File: src/rtl/clk_sched_pkg.sv
// Shared types and constants for the clock-enable scheduler.
// Encodings of op_e and state_e are the values seen on cmd_op and mode.
package clk_sched_pkg;

    typedef enum logic [1:0] {
        OP_HALT  = 2'b00,
        OP_RUN   = 2'b01,
        OP_STEP  = 2'b10,
        OP_BURST = 2'b11
    } op_e;

    typedef enum logic [1:0] {
        ST_IDLE  = 2'b00,
        ST_RUN   = 2'b01,
        ST_STEP  = 2'b10,
        ST_BURST = 2'b11
    } state_e;

    localparam int DIV_DEFAULT = 1_000_000;
    localparam int TICK_CNT_W  = 32;

endpackage

File: src/rtl/clk_step_sched_tick_div.sv
// Phase counter for the tick scheduler: counts 0..div_q-1 and flags the
// terminal phase. restart treats the current cycle as phase 0; clear holds it at 0.
module tick_div
    import clk_sched_pkg::*;
#(
    parameter int DIV_W = 24
) (
    input  logic             clk,
    input  logic             rst_n,
    input  logic             clear,
    input  logic             restart,
    input  logic [DIV_W-1:0] div_q,
    output logic             terminal
);

    logic [DIV_W-1:0] phase_q;
    logic [DIV_W-1:0] phase_d;
    logic [DIV_W-1:0] phase_eff;
    logic [DIV_W-1:0] phase_last;

    always_comb begin
        phase_last = div_q - DIV_W'(1);
        phase_eff  = restart ? '0 : phase_q;
        terminal   = !clear && (phase_eff == phase_last);
        if (clear || terminal) begin
            phase_d = '0;
        end else begin
            phase_d = phase_eff + DIV_W'(1);
        end
    end

    always_ff @(posedge clk) begin
        if (!rst_n) begin
            phase_q <= '0;
        end else begin
            phase_q <= phase_d;
        end
    end

endmodule

File: src/rtl/clk_step_sched.sv
// Run/halt/step/burst clock-enable scheduler producing a one-cycle tick.
// Define CLK_SCHED_TICK_CNT_EN to add the 32-bit tick_cnt output.
module clk_step_sched
    import clk_sched_pkg::*;
#(
    parameter int DIV_W       = 24,
    parameter int DIV_DEFAULT = clk_sched_pkg::DIV_DEFAULT,
    parameter int BURST_W     = 8
) (
    input  logic               clk,
    input  logic               rst_n,
    input  logic               cmd_valid,
    output logic               cmd_ready,
    input  logic [1:0]         cmd_op,
    input  logic [BURST_W-1:0] cmd_arg,
    input  logic               halt_req,
    input  logic               div_valid,
    input  logic [DIV_W-1:0]   div_val,
    output logic               tick,
    output logic               busy,
    output logic [1:0]         mode
`ifdef CLK_SCHED_TICK_CNT_EN
    ,
    output logic [31:0]        tick_cnt
`endif
);

    state_e             state_q;
    state_e             state_d;
    logic [BURST_W-1:0] rem_q;
    logic [BURST_W-1:0] rem_d;
    logic [DIV_W-1:0]   div_q;
    logic [DIV_W-1:0]   div_d;
    logic               tick_q;
    logic               accept;
    logic               div_restart;
    logic               div_clear;
    logic               div_terminal;

    // State register
    always_ff @(posedge clk) begin
        if (!rst_n) begin
            state_q <= ST_IDLE;
            rem_q   <= '0;
            div_q   <= DIV_W'(DIV_DEFAULT);
            tick_q  <= 1'b0;
        end else begin
            state_q <= state_d;
            rem_q   <= rem_d;
            div_q   <= div_d;
            tick_q  <= div_terminal;
        end
    end

    // Next-state logic
    always_comb begin
        state_d = state_q;
        rem_d   = rem_q;
        div_d   = div_q;
        accept  = cmd_valid && cmd_ready;

        if (div_valid) begin
            div_d = (div_val == '0) ? DIV_W'(1) : div_val;
        end

        if (halt_req) begin
            state_d = ST_IDLE;
            rem_d   = '0;
        end else if (accept) begin
            unique case (op_e'(cmd_op))
                OP_HALT:  state_d = ST_IDLE;
                OP_RUN:   state_d = ST_RUN;
                OP_STEP:  state_d = ST_STEP;
                OP_BURST: begin
                    rem_d   = cmd_arg;
                    state_d = (cmd_arg == '0) ? ST_IDLE : ST_BURST;
                end
            endcase
        end else begin
            // tick_q is the tick being issued now; it ends STEP and counts down BURST
            case (state_q)
                ST_STEP: begin
                    if (tick_q) begin
                        state_d = ST_IDLE;
                    end
                end
                ST_BURST: begin
                    if (tick_q) begin
                        rem_d = rem_q - BURST_W'(1);
                        if (rem_q <= BURST_W'(1)) begin
                            state_d = ST_IDLE;
                        end
                    end
                end
                default: ;
            endcase
        end

        div_restart = accept || div_valid;
        div_clear   = (state_d == ST_IDLE);
    end

    // Output logic
    always_comb begin
        busy      = (state_q == ST_STEP) || (state_q == ST_BURST);
        cmd_ready = !busy && !halt_req;
        mode      = state_q;
        tick      = tick_q;
    end

    // The divider sees the divisor in force this cycle, so a load restarts on the new period
    tick_div #(
        .DIV_W(DIV_W)
    ) u_tick_div (
        .clk      (clk),
        .rst_n    (rst_n),
        .clear    (div_clear),
        .restart  (div_restart),
        .div_q    (div_d),
        .terminal (div_terminal)
    );

`ifdef CLK_SCHED_TICK_CNT_EN
    logic [TICK_CNT_W-1:0] tick_cnt_q;
    logic [TICK_CNT_W-1:0] tick_cnt_d;

    // Counts ticks as they are issued, so it moves in step with tick
    always_comb begin
        tick_cnt_d = tick_cnt_q + TICK_CNT_W'(div_terminal);
    end

    always_ff @(posedge clk) begin
        if (!rst_n) begin
            tick_cnt_q <= '0;
        end else begin
            tick_cnt_q <= tick_cnt_d;
        end
    end

    assign tick_cnt = tick_cnt_q;
`else
    // Tick counter not built in this configuration.
`endif

endmodule

File: config.mk
export PLATFORM = sky130hd
export DESIGN_NAME = clk_step_sched
export DESIGN_NICKNAME = d
export VERILOG_FILES = /design/src/rtl/clk_sched_pkg.sv /design/src/rtl/clk_step_sched_tick_div.sv /design/src/rtl/clk_step_sched.sv
export SDC_FILE = /design/constraint.sdc
export NUM_CORES = 1
export LEC_CHECK = 0
export BUFFER_PORTS_ARGS = -buffer_cell sky130_fd_sc_hd__buf_4
export CAP_MARGIN = 5
export CORE_MARGIN = 5
export CORE_UTILIZATION = 50
export CTS_BUF_LIST = sky130_fd_sc_hd__clkbuf_4 sky130_fd_sc_hd__clkbuf_8 sky130_fd_sc_hd__clkbuf_16
export DETAILED_ROUTE_END_ITERATION = 7
export PLACE_DENSITY = 0.68
export SLEW_MARGIN = 20
export SYNTH_ARGS = -nofsm -noshare
export SYNTH_HDL_FRONTEND = slang
export SYNTH_HIERARCHICAL = 1
export SYNTH_SLANG_ARGS = --single-unit
File: constraint.sdc
create_clock -name clk -period 5 [get_ports clk]
set_clock_uncertainty 0.1 [all_clocks]
set_input_delay 0.75 -clock clk [delete_from_list [all_inputs] [get_ports clk]]
set_output_delay 0.75 -clock clk [all_outputs]
set_load 0.005 [all_outputs]
---- Yosys cells after proc, flatten, opt, wreduce, memory -nomap -nowiden ----
Cells that the tools add are included.
word-level totals
  flip-flop bits (word level) ............. 59
  input bits .............................. 39
  word-level logic and storage cells ...... 50
cells by class
  reductions and logical operators ........ 18
  bitwise operators ....................... 1
  muxes and demuxes ....................... 15
  order comparisons ....................... 1
  $add $sub $neg .......................... 3
  equal/unequal tests ..................... 7
operators with widths
  operator                 count
  $mux W24                 3
  $mux W8                  4
  $add A24 B1 Y24 const B  1
  $eq A24 B24 Y1           1
  $logic_not A24 Y1        1
  $sub A24 B1 Y24 const B  1
  $mux W2                  6
  $eq A2 B2 Y1 const B     4
  $le A8 B1 Y1 const B     1
  $logic_not A8 Y1         1
  $pmux W2 S4              1
  $sub A8 B1 Y8 const B    1
  $logic_not A2 Y1         2
  $pmux W2 S2              1
  $reduce_bool A2 Y1       2
  $reduce_or A2 Y1         2
  $logic_and A1 B1 Y1      3
  $logic_not A1 Y1         3
  $logic_or A1 B1 Y1       3
  $reduce_and A3 Y1        1
  $eq A2 B1 Y1 const B     1
  $ne A2 B1 Y1 const B     1
  $not A1 Y1               1

---- Depth between registers and ports, before layout ----
  depth after elaboration ................. 12
  depth in mapped cells ................... 16
  mapped depth without buffers ............ 14

---- Hierarchy ----
The synthesis kept the hierarchy.
by module, submodules not included
  module          sequential area each (um2)  cells each  area each (um2)  times used
  tick_div        480.5                       291         2244.7           1
  clk_step_sched  700.7                       187         1742.9           1

---- Least setup slack after synthesis ----
No wires, ideal clock.
  path type ............................... input-to-reg
  start ................................... in div_valid
  end ..................................... reg tick_q (netlist: tick)
  arrival ................................. 3.875 ns
  setup slack ............................. 0.966 ns
  data required time ...................... 4.841 ns
  stages on the path ...................... 16
  buffers on the path ..................... 3
  setup time .............................. 0.059 ns
  path through ............................ clkbuf_1 > buf_2 > inv_1 > a311oi_1 > nor2_1 > inv_1 > ha_1 > nor4b_2 > nand4b_1 > xnor2_1 > o2111ai_1 > or3_1 > nor4_4 > buf_6 > and2b_1 > and2_1
on the way
  cells in the longest elaborated chain, start to end .. 4
  elaborated cells between the ends (all ways) .. 6
  classes of those cells .................. 1 x add/sub; 1 x eq/ne; 2 x mux; 2 x reduce/logical
ends and longest elaborated chain
  element                 RTL line                       text
  start, declared         clk_step_sched.sv:17           input logic div_valid,
  $mux W24                clk_step_sched.sv:62           if (div_valid) begin
  named net div_d[0]      clk_step_sched.sv:33           logic [DIV_W-1:0] div_d;
  $sub A24 B1 Y24         clk_step_sched_tick_div.sv:22  phase_last = div_q - DIV_W'(1);
  $eq A24 B24 Y1          clk_step_sched_tick_div.sv:24  terminal = !clear && (phase_eff == phase_last);
  $logic_and A1 B1 Y1     clk_step_sched_tick_div.sv:24
  named net div_terminal  clk_step_sched.sv:38           logic div_terminal;
  end signal, assigned    clk_step_sched.sv:51           tick_q <= div_terminal;
  end, declared           clk_step_sched.sv:34           logic tick_q;
The timed path passes the listed nets, and every way through them passes these cells.
A chain may end at the register's enable or synchronous reset.

---- Worst setup path in the final report ----
  start ................................... in halt_req
  end ..................................... reg tick_q (netlist: tick)
on the way
  elaborated cells between the ends (all ways) .. 11
  classes of those cells .................. 1 x eq/ne; 3 x mux; 7 x reduce/logical
RTL lines
  element                 RTL line                       text
  start, declared         clk_step_sched.sv:16           input logic halt_req,
  $logic_not A1 Y1        clk_step_sched.sv:106          cmd_ready = !busy && !halt_req;
  $logic_and A1 B1 Y1     clk_step_sched.sv:106
  $logic_and A1 B1 Y1     clk_step_sched.sv:60           accept = cmd_valid && cmd_ready;
  $logic_or A1 B1 Y1      clk_step_sched.sv:99           div_restart = accept || div_valid;
  named net div_restart   clk_step_sched.sv:36           logic div_restart;
  $mux W24                clk_step_sched_tick_div.sv:23  phase_eff = restart ? '0 : phase_q;
  $eq A24 B24 Y1          clk_step_sched_tick_div.sv:24
  $logic_and A1 B1 Y1     clk_step_sched_tick_div.sv:24
  named net div_terminal  clk_step_sched.sv:38
The timed path passes the listed nets, and every way through them passes these cells.

==> run summary <==
The fmax was 0.239 GHz; the die extent in x was 99.3 µm. The logs give 0 for the total DRC errors in the routed layout and 0 for the number of max-cap violations. The run gives 3990 µm² as the combined area of all synthesized cells. The via total after detailed routing came out at 3670. In this run the remaining antenna-violating nets after routing total 0. When the netlist entered floorplanning its net count stood at 521.

The total I/O pin count is 44. The compound-cell area share of the yosys netlist works out to 12.0%. The average wire length per cell after detail routing is 16.6 µm. The run gives 61 as the number of distinct library cells after synthesis.

Number of antenna diodes: 0. Summing all placed instances gives a cell area of 4320 µm². Data on the critical path is required at its endpoint by 5.18 ns.

For the area of the core, the log shows 7770 µm². Summing all multi-input logic gate instances after layout gives 2610 µm². Clock latency of the later-clocked register in the worst-skew pair: 0.33 ns. The total of warnings raised by yosys came out at 6. Hold is met by 0.405 ns.

The ratio of cells with drive above 1 in the final layout is 19.8%, and the shortest clock period the worst path allows after layout is 4.19 ns. The clock passes through at most 2 buffers. Of the total synthesized cell area, the portion taken by XOR and XNOR cells is 12.1%. Once the floorplan was initialized, standard cells occupied 51.3% of the core. Entering global routing, the biggest net connects 26 pins.

The run finished with clean final reports. Port buffering added 43 buffers. After detailed routing, the total wire length is 10200 µm.

The multiplexer area fraction after synthesis is 6.50%, and the final cell count without fillers is 616. The congestion estimate from routability-driven global placement came to 0.921. The total negative setup slack was 0 ns. The filler cells instantiated in the layout total 727. The synthesized design contains 59 register bits. The most critical setup path has its startpoint at halt_req. Sequential cells were found to cover 29.6% of the synthesized design area. The run gives 0 as the number of slew-limit violations in the final report. The logs give 0 for the total grt overflow and 271 for the violation count after the first detailed-route iteration.

Counting the buffers created by CTS gives 9. The tools report the instance count of the mapped netlist as 478. A synthesized cell averages 8.34 µm².

The number of endpoints with negative hold slack in the final report was 0; the count of placed standard cells including taps was 600. The critical path startpoint category is an input port. At the end of the flow, the number of nets in the layout was 552. The basic-gate share of the synthesized area counting and, or, nand and nor cells was 33.6%; the proportion of register bits with asynchronous set or reset after synthesis was 0%. With fillers left out, the area of the finished cells amounts to 4500 µm². Adder-cell share of the synthesized area: 1.26%.

The top flip-flop cell by instance count after synthesis is sky130_fd_sc_hd__dfxtp_1. The element type at the critical path end was a register. The tools report the initial antenna violation count as 0. The ratio of routed vias to standard cells was 5.96. From synthesis to final layout, the design area changed by 13.0%.

For this run, the total global-route usage over all layers was measured as 20.8%. The wire-length estimate of the detail-placed layout is 7790 µm. Before CTS, the worst setup slack after placement is 0.507 ns. The clock net in this run drives a total of 59 sinks.

For the number of global-route vias before repair, the log shows 3491. The tools report the largest vdd supply drop as 0.145 mV. Post-CTS repair changed the size of 0 cells. In this run the vertical extent of the chip is 99.3 µm. The total die area is 9860 µm², and the footprint of the flip-flops and latches is 1180 µm². The tightest min-delay check is of the reg2reg type. Setup violation total in the final timing report: 0. In this run the most critical hold path is launched from rem_q[7]$_SDFFE_PP0P_. Along the worst path, the maximum fanout reaches 25. Buffers inserted to repair hold after CTS numbered 0. The cell sitting at the root of the clock tree is a sky130_fd_sc_hd__clkbuf_8. The global-route wire length before repair was 16800 µm; the critical path arrival was 4.37 ns. TritonCTS built the clock tree.

The tools report the number of setup buffers added after CTS as 0. The tools report the number of core rows as 32. The first TritonRoute pass finished after 5 iterations. For this design the ratio of total power to cell area is 241 nW/µm². At the pin with the least slew margin, the transition time is 0.907 ns.

Summed over all cells, the static leakage comes to 1.57 nW. Across all setup checks in the final design, the least slack found is 0.807 ns. The worst max-slew margin expressed relative to the limit is 39.3%, and the final cycle utilization of the critical path is 83.9%. After clock tree synthesis, the clock-pin slew on the worst setup and hold paths is 0.07 ns. Number of enable flip-flop cells after synthesis: 0. Count of H-tree levels built during CTS: 3.

Start-to-end type of the worst setup path: in2reg. Combinational family with the most area after synthesis: simple AND/OR/NAND/NOR gates. The startpoint identified for the worst register-to-register timing path is mode[1]$_SDFF_PN0_. Setup repair after global routing left no endpoint under its margin.
routing by layer:
layer	GRT usage, %	wire (µm)	share of wire, %	vias to the layer above
met3	4.28	811	7.9	21
met2	31.5	4550	44	149
met4	7.25	170	1.7	0
met5	0	0	0	-
li1	-	-	-	1787
met1	29.3	4720	46	1713
kinds of logic after synthesis:
family,after synthesis
xor gates and xnor gates,55
DFF,59
AOI/OAI and AO/OA,68
buffers and inverters,40
muxes,23
adders and majority gates,4
and+or+nand+nor,229
cell type report:
type	count	share of cell area [%]
inverters	13	1.08
flip-flops and latches	59	26.2
clock buffers	14	3.86
repair buffers	47	7.83
multi-input cells	379	57.9
clock inverters	2	0.222
well taps	102	2.83
report_power, final:
group / internal (mW) / switching (mW)
combinational: 0.0869 / 0.110
clock: 0.222 / 0.178
sequential: 0.483 / 0.00453
synthesized netlist by cell type, types with 3 or more instances:
library cell                 n  area [µm²]
sky130_fd_sc_hd__o22ai_1     4        25.0
sky130_fd_sc_hd__nor3_1     19        95.1
sky130_fd_sc_hd__dfxtp_1    59        1180
sky130_fd_sc_hd__nor2_1     41         154
sky130_fd_sc_hd__mux2_2     23         259
sky130_fd_sc_hd__buf_4       3        22.5
sky130_fd_sc_hd__nor2b_1    22         138
sky130_fd_sc_hd__nor4_1     24         150
sky130_fd_sc_hd__and4_1      3        26.3
sky130_fd_sc_hd__o21ai_0    13        65.1
sky130_fd_sc_hd__xor2_1     17         149
sky130_fd_sc_hd__nand2b_1    9        56.3
sky130_fd_sc_hd__nor4b_1     6        52.6
sky130_fd_sc_hd__a21o_1      3        22.5
sky130_fd_sc_hd__buf_2       4        20.0
sky130_fd_sc_hd__o21a_1      5        37.5
sky130_fd_sc_hd__a32oi_1     3        26.3
sky130_fd_sc_hd__ha_1        4        50.1
sky130_fd_sc_hd__o2111ai_1   3        26.3
sky130_fd_sc_hd__a21oi_1    11        55.1
sky130_fd_sc_hd__and3_1      4        25.0
sky130_fd_sc_hd__nand3_1    18        90.1
sky130_fd_sc_hd__nand2_1    26        97.6
sky130_fd_sc_hd__xnor2_1    38         333
sky130_fd_sc_hd__nand4_1     8        50.1
sky130_fd_sc_hd__a211oi_1    3        22.5
sky130_fd_sc_hd__or2_2       8        50.1
sky130_fd_sc_hd__nor3b_1     3        22.5
sky130_fd_sc_hd__clkbuf_1   15        56.3
sky130_fd_sc_hd__buf_6       4        45.0
sky130_fd_sc_hd__and2_1     18         113
sky130_fd_sc_hd__a2111oi_0   3        26.3
sky130_fd_sc_hd__nor4_4      3        63.8
sky130_fd_sc_hd__a31oi_1     3        18.8
sky130_fd_sc_hd__inv_1      13        48.8
sky130_fd_sc_hd__nor4bb_1    3        30.0
cell usage in the layout, fill, tap and decap left out, types with 4 or more instances in the layout:
cell type	synthesis	final
sky130_fd_sc_hd__dfxtp_1	59	59
sky130_fd_sc_hd__buf_4	3	47
sky130_fd_sc_hd__nor2_1	41	41
sky130_fd_sc_hd__xnor2_1	38	38
sky130_fd_sc_hd__nand2_1	26	26
sky130_fd_sc_hd__nor4_1	24	24
sky130_fd_sc_hd__mux2_2	23	23
sky130_fd_sc_hd__nor2b_1	22	22
sky130_fd_sc_hd__nor3_1	19	19
sky130_fd_sc_hd__nand3_1	18	18
sky130_fd_sc_hd__and2_1	18	18
sky130_fd_sc_hd__xor2_1	17	17
sky130_fd_sc_hd__inv_1	13	13
sky130_fd_sc_hd__o21ai_0	13	13
sky130_fd_sc_hd__a21oi_1	11	11
sky130_fd_sc_hd__clkbuf_8	0	11
sky130_fd_sc_hd__nand2b_1	9	9
sky130_fd_sc_hd__or2_2	8	8
sky130_fd_sc_hd__nand4_1	8	8
sky130_fd_sc_hd__nor4b_1	6	6
sky130_fd_sc_hd__o21a_1	5	5
sky130_fd_sc_hd__ha_1	4	4
sky130_fd_sc_hd__o22ai_1	4	4
sky130_fd_sc_hd__and3_1	4	4
stage by stage:
step	util (%)	power [mW]
2_1_floorplan	-	0.633
3_3_place_gp	55.6	0.689
3_5_place_dp	55.6	0.691
4_1_cts	58.0	1.09
5_1_grt	58.0	1.14
6_report	58.0	1.08
path summary, 6_finish.rpt:
kind	to	slack (ns)	depth (start not counted)
worst min-delay path	rem_q[7]$_SDFFE_PP0P_	0.40	2
worst min register to register	rem_q[7]$_SDFFE_PP0P_	0.40	2
worst max register to register	tick$_SDFF_PN0_	0.95	11
worst max-delay path	tick$_SDFF_PN0_	0.81	12
worst max-delay path: stages:
cell	delay, ns
sky130_fd_sc_hd__buf_4	0.14
sky130_fd_sc_hd__or3b_4	0.49
sky130_fd_sc_hd__nand2_1	0.51
sky130_fd_sc_hd__nand2b_1	0.32
sky130_fd_sc_hd__xor2_1	0.32
sky130_fd_sc_hd__nor2_1	0.08
sky130_fd_sc_hd__a2111oi_0	0.57
sky130_fd_sc_hd__o2111ai_1	0.29
sky130_fd_sc_hd__nor4_4	0.30
sky130_fd_sc_hd__buf_4	0.31
sky130_fd_sc_hd__and2b_1	0.15
sky130_fd_sc_hd__and2_1	0.11
registers in the layout (all words and copies together) (netlist names):
name                flops
div_q                  24
mode                    2
rem_q                   8
tick                    1
u_tick_div/phase_q     24
Note: power is estimated with default switching activity, not from simulation.
